## config.mk

```make
export PLATFORM = sky130hd
export DESIGN_NAME = reg_sequencer
export DESIGN_NICKNAME = d
export VERILOG_FILES = /design/src/rtl/reg_sequencer.sv
export SDC_FILE = /design/constraint.sdc
export NUM_CORES = 1
export LEC_CHECK = 0
export CAP_MARGIN = 20
export CORE_MARGIN = 2
export CORE_UTILIZATION = 43
export DETAILED_ROUTE_END_ITERATION = 7
export GPL_TIMING_DRIVEN = 0
export PLACE_DENSITY_LB_ADDON = 0.1
export SYNTH_ARGS = -nofsm -noshare
export SYNTH_HDL_FRONTEND = slang
export SYNTH_SLANG_ARGS = --single-unit
```

## constraint.sdc

```tcl
create_clock -name clk -period 2.6 [get_ports clk]
set_input_delay 0.52 -clock clk [delete_from_list [all_inputs] [get_ports clk]]
set_output_delay 0.52 -clock clk [all_outputs]
set_load 0.02 [all_outputs]
```

## src/rtl/reg_sequencer.sv

```systemverilog
// reg_sequencer: instruction sequencer for the relay computer's register unit.
// Fetches an instruction byte (F1/F2) and then steps a per-class execute
// micro-sequence of one-hot Moore strobes for the register unit control bus.
// Optional feature macro: SEQ_INCXY_EN adds the INC XY opcode (10110000).
module reg_sequencer #(
    parameter int WR_SETUP = 1
) (
    input  logic       clk,
    input  logic       reset_n,
    input  logic       go,
    input  logic [7:0] data_in,
    output logic [7:0] ld8,
    output logic [7:0] sel8,
    output logic [7:0] imm,
    output logic       sel_imm,
    output logic [2:0] alu_fn,
    output logic       sel_alu,
    output logic       ld_flags,
    output logic       sel_pc,
    output logic       ld_pc,
    output logic       sel_m,
    output logic       sel_xy,
    output logic       ld_xy,
    output logic       sel_inc,
    output logic       ld_inc,
    output logic       mem_rd,
    output logic       mem_wr,
    output logic       busy,
    output logic       halted
);

    typedef enum logic [2:0] {
        S_IDLE,
        S_F1,
        S_F2,
        S_E1,
        S_E2,
        S_E3,
        S_E4,
        S_HALTED
    } state_t;

    typedef enum logic [3:0] {
        OP_MOV8,
        OP_SETAB,
        OP_ALU,
        OP_LOAD,
        OP_STORE,
        OP_MOV16,
        OP_HALT,
        OP_INCXY,
        OP_NOP
    } op_t;

    // STORE uses E1 for the address/data setup cycles, E2 for the write
    // cycle and E3 for the hold cycles; cnt_q counts within E1 and E3.
    localparam bit         HAS_SETUP    = (WR_SETUP != 0);
    localparam int         SETUP_LAST_I = (WR_SETUP > 0) ? (WR_SETUP - 1) : 0;
    localparam logic [1:0] SETUP_LAST   = SETUP_LAST_I[1:0];

    state_t     state_q, state_d;
    logic [7:0] ir_q, ir_d;
    logic [1:0] cnt_q, cnt_d;
    op_t        op;
    logic       ld_inst;

    // Classify the instruction register into an execute class.
    always_comb begin
        op = OP_NOP;
        if (ir_q[7:6] == 2'b00) begin
            op = OP_MOV8;
        end else if (ir_q[7:6] == 2'b01) begin
            op = OP_SETAB;
        end else if (ir_q[7:4] == 4'b1000) begin
            op = OP_ALU;
        end else if (ir_q[7:2] == 6'b100100) begin
            op = OP_LOAD;
        end else if (ir_q[7:2] == 6'b100110) begin
            op = OP_STORE;
        end else if (ir_q[7:4] == 4'b1010 && ir_q[1:0] == 2'b00) begin
            op = OP_MOV16;
        end else if (ir_q == 8'hAE) begin
            op = OP_HALT;
`ifdef SEQ_INCXY_EN
        end else if (ir_q == 8'hB0) begin
            op = OP_INCXY;
`endif
        end
    end

    // Next-state, instruction register load and Moore strobe decode.
    always_comb begin
        state_d  = state_q;
        cnt_d    = cnt_q;
        ld_inst  = 1'b0;
        ld8      = 8'h00;
        sel8     = 8'h00;
        imm      = 8'h00;
        sel_imm  = 1'b0;
        alu_fn   = 3'b000;
        sel_alu  = 1'b0;
        ld_flags = 1'b0;
        sel_pc   = 1'b0;
        ld_pc    = 1'b0;
        sel_m    = 1'b0;
        sel_xy   = 1'b0;
        ld_xy    = 1'b0;
        sel_inc  = 1'b0;
        ld_inc   = 1'b0;
        mem_rd   = 1'b0;
        mem_wr   = 1'b0;

        case (state_q)
            S_IDLE, S_HALTED: begin
                if (go) begin
                    state_d = S_F1;
                end
            end
            S_F1: begin
                sel_pc  = 1'b1;
                mem_rd  = 1'b1;
                ld_inst = 1'b1;
                ld_inc  = 1'b1;
                state_d = S_F2;
            end
            S_F2: begin
                sel_inc = 1'b1;
                ld_pc   = 1'b1;
                cnt_d   = 2'd0;
                if (op == OP_STORE && !HAS_SETUP) begin
                    state_d = S_E2;
                end else begin
                    state_d = S_E1;
                end
            end
            S_E1: begin
                state_d = S_F1;
                case (op)
                    OP_MOV8: begin
                        sel8[ir_q[2:0]] = 1'b1;
                        ld8[ir_q[5:3]]  = 1'b1;
                    end
                    OP_SETAB: begin
                        sel_imm = 1'b1;
                        imm     = {{3{ir_q[4]}}, ir_q[4:0]};
                        ld8     = ir_q[5] ? 8'h02 : 8'h01;
                    end
                    OP_ALU: begin
                        alu_fn   = ir_q[2:0];
                        sel_alu  = 1'b1;
                        ld_flags = 1'b1;
                        ld8      = ir_q[3] ? 8'h08 : 8'h01;
                    end
                    OP_LOAD: begin
                        sel_m           = 1'b1;
                        mem_rd          = 1'b1;
                        ld8[ir_q[1:0]]  = 1'b1;
                    end
                    OP_STORE: begin
                        sel_m           = 1'b1;
                        sel8[ir_q[1:0]] = 1'b1;
                        if (cnt_q == SETUP_LAST) begin
                            cnt_d   = 2'd0;
                            state_d = S_E2;
                        end else begin
                            cnt_d   = cnt_q + 2'd1;
                            state_d = S_E1;
                        end
                    end
                    OP_MOV16: begin
                        sel_xy = ir_q[2];
                        sel_m  = ~ir_q[2];
                        ld_pc  = ir_q[3];
                        ld_xy  = ~ir_q[3];
                    end
                    OP_HALT: begin
                        state_d = S_HALTED;
                    end
                    OP_INCXY: begin
                        sel_xy  = 1'b1;
                        ld_inc  = 1'b1;
                        state_d = S_E2;
                    end
                    default: begin
                        state_d = S_F1;
                    end
                endcase
            end
            S_E2: begin
                state_d = S_F1;
                if (op == OP_STORE) begin
                    sel_m           = 1'b1;
                    sel8[ir_q[1:0]] = 1'b1;
                    mem_wr          = 1'b1;
                    if (HAS_SETUP) begin
                        cnt_d   = 2'd0;
                        state_d = S_E3;
                    end
                end else if (op == OP_INCXY) begin
                    sel_inc = 1'b1;
                    ld_xy   = 1'b1;
                end
            end
            S_E3: begin
                state_d = S_F1;
                if (op == OP_STORE) begin
                    sel_m           = 1'b1;
                    sel8[ir_q[1:0]] = 1'b1;
                    if (cnt_q != SETUP_LAST) begin
                        cnt_d   = cnt_q + 2'd1;
                        state_d = S_E3;
                    end
                end
            end
            default: begin
                state_d = S_F1;
            end
        endcase

        busy   = (state_q != S_IDLE) && (state_q != S_HALTED);
        halted = (state_q == S_HALTED);
    end

    // Instruction register captures the data bus during F1.
    always_comb begin
        ir_d = ld_inst ? data_in : ir_q;
    end

    // State, instruction register and step counter; reset aborts to IDLE.
    always_ff @(posedge clk or negedge reset_n) begin
        if (!reset_n) begin
            state_q <= S_IDLE;
            ir_q    <= 8'h00;
            cnt_q   <= 2'd0;
        end else begin
            state_q <= state_d;
            ir_q    <= ir_d;
            cnt_q   <= cnt_d;
        end
    end

endmodule

```

==> results.md <==
* Outcome: finished clean
* Tmin final at 2.585 ns
* Final instance area at between 0.0015 and 0.002 mm2
* Die area at 0.003298 mm2
* Worst Hold Launch: cnt_q[1]$_DFFE_PN0P_
* Worst-path clk slew at ~0.08 ns
* Synthesized cell area at between 0.001 and 0.0015 mm2
* Hold slack at between 0.5 and 0.6 ns
* Overall power at roughly 1900 uW
* Std-Cell Rows at 19
* Initial DRC Count at 43
* Setup CP Type: reg2out
* Most frequent cells in the layout: 22 x nand2_1, 20 x nor2_1, 20 x clkdlybuf4s50_1
* FMAX at about 0.39 GHz
* Die H at ~57 um
* First-pass GRT wire length at just under 6000 um
* Root Driver: clkbuf_4
* CTS tree: done
* Initial antenna violation count at 0
* Syn Inst Count at ~170
* Clock buffer depth at 2
* Most common cell after layout, fill and taps aside: nand2_1
* Pins Over Slew Limit at 0
* I/O Pins at 52
* DRT Pass-1 Iters at 4
* Async set-reset flop share out of synthesis at 1.000
* Power per Cell Area at approximately 1000 mW/mm2
* Reg2Reg Launch Point: ir_q[6]$_DFFE_PN0P_
* Post-synth EDFFs at 0
* Maximum VDD drop at just over 800 uV
* Final Hold Fails at 0
* Grt total ovfl at 0
* Post-layout util at 0.6879
* Yosys reg bits at 13
* H-tree Lvls at 1
* Via-to-Cell Ratio at 5.574
* Met3 Use GR at 0.01361
* M1 GR Usage at 0.3105
* Vias post-DR at ~1400
* GRT busiest layer: met2
* Top delay family on crit path: simple AND/OR/NAND/NOR gates
* CTS Sinks at 13
* Critical path fanouts, max at 6
* Number of library cell types mapped by synthesis at 39
* Unrepaired setup endpoints after global routing: yes
* Avg WL per Cell at around 15 um
* Clock buffer count from CTS at 3
* Global placement routability congestion at roughly 0.90
* CP endpoint kind: primary output
* Routed Antenna Nets at 0
* Most common cell on crit path: nand2_1
* Actual slew at the worst max-slew pin at 0.5717 ns
* Clock Skew at roughly 0.0095 ns
* Post-Syn Area per Cell at 7.263 um2
* Syn Nets at about 180
* Critical path origin: ir_q[6]$_DFFE_PN0P_
* PortBufs at between 50 and 60
* Setup violations, final at 0
* Vias in the first global route at around 1300
* Sequential-to-total area share from yosys stat at 0.2650
* Gr usage total at 0.2228
* Max-slew headroom at 0.6177
* Max-cap violations at 0
* Initial Utilization at 0.4490
* Startpoint types: register
* Clk Latency, worst-skew pair at roughly 0.28 ns
* Die width at around 57 um
* Dpl hpwl at around 2800 um
* Worst Path Arrival at a little over 2 ns
* Area growth syn-to-layout at 53.21%
* M2 GR Usage at 0.3734
* N_diodes at 0
* WL final at slightly below 4000 um
* Period Utilization, post-route at 0.9944
* Critical Path Max Stage Delay at ~0.43 ns
* Final layout net count at approximately 240
* Hold Crit Class: reg2reg
* Slowest cell on the critical path: dfrtp_2
* Critical Path RT at approximately 2.1 ns
* DRC viols at 0
* Placed instance area at 0.001777 mm2
* CP Cell Sequence: buf_4, nor2_2, nand2_1, nand2_1, nand2_1, nor4b_2, clkdlybuf4s15_2
* Cell leakage power at roughly 0.0009 uW
* Pin count of the biggest net entering global routing at 14
* Prevailing post-synth register cell: dfrtp_1
* Core Area at 0.002734 mm2
* CP Buf/Inv Count at 2
* Fraction of layout instances using a drive strength above 1 at 0.2731
* Yosys warns at 0
[Yosys cell counts, drive strengths merged (2+ instances only)]
cell	count	area, um2
nand2b	3	18.77
nand3b	2	15.01
and2	2	12.51
o31ai	2	15.01
nand3	4	20.02
nor2	22	82.58
a211oi	2	27.53
a21oi	11	55.05
clkbuf	11	41.29
inv	6	22.52
nand2	23	86.33
o21ai	6	30.03
dfrtp	13	325.3
nor3	13	70.07
a31oi	2	12.51
nor2b	3	18.77
nor4	4	25.02
buf	5	35.03
ha	4	50.05
mux2	7	82.57
and3	9	56.30
or4	2	16.27
nor4b	2	17.52
[final timing paths]
path                                           to  slack, ns  depth (start not counted)
max                                        ld8[2]       0.01                          7
min                          cnt_q[1]$_DFFE_PN0P_       0.57                          1
max reg2reg                  cnt_q[1]$_DFFE_PN0P_       0.34                          8
min reg2reg                  cnt_q[1]$_DFFE_PN0P_       0.57                          1
max in group asynchronous  state_q[2]$_DFFE_PN0P_       1.59                          1
min in group asynchronous    cnt_q[1]$_DFFE_PN0P_       0.60                          1
[area by class of cell]
cell class,instances,area (um2)
fill,247,853.3
buffer,14,87.58
clock inverter,1,5.005
inverter,7,31.28
tap,31,38.79
timing repair buffer,56,491.7
multi-input combinational,133,873.3
clock buffer,3,22.52
sequential,13,330.3
[worst register-to-register path: stages, from the launching register on]
cell and delay, ns:
dfrtp_2 0.43, or3b_1 0.39, buf_6 0.15, nor3_4 0.19, buf_4 0.15, buf_4 0.11
a21oi_1 0.09, a211oi_4 0.32, mux2_4 0.33
[power by group]
| part | internal [uW] | total [uW] | switching, uW |
|---|---|---|---|
| clock network | 57.0 | 122 | 64.7 |
| logic | 554 | 1390 | 832 |
| registers | 290 | 387 | 97.7 |
| total | 900 | 1890 | 994 |
[sequential cells by signal, summed over array words and instances (netlist names)]
signal   flops
ir_q         8
state_q      3
cnt_q        2
[routing by layer]
layer  vias up  part of all wire
met5         -                 0
met4         0            0.0042
met3         2             0.047
met2        54              0.50
met1       671              0.45
li1        711                 -
[kinds of logic (layout without fill, tap and decap cells)]
family | after synthesis | after routing | synth area share
xor+xnor | 1 | 1 | 0.007137
simple gates | 91 | 91 | 0.3741
compound gates | 29 | 29 | 0.1539
buf+inv | 23 | 81 | 0.08358
fa+ha+maj | 4 | 4 | 0.04078
mux | 8 | 8 | 0.07543
flops | 13 | 13 | 0.2650
[stage by stage]
stage	setup WS, ns	setup TNS, ns	std cells
CTS	-0.003169	-0.005258	257
floorplan	0.09613	0	169
detailed placement	-0.4043	-4.458	251
finish	0.01462	0	258
global route	-0.07413	-0.1335	258
global placement	-0.3879	-3.950	251
[timing repair]
item                       CTS  global route
hold endpoints to repair     0             0
setup buffers                4             1
setup endpoints to repair   37            20
resized for setup           82            28
pin swaps                    1             2
hold buffers                 0             0
cloned                       0             0
No activity file was read; power rests on OpenSTA's default activity.
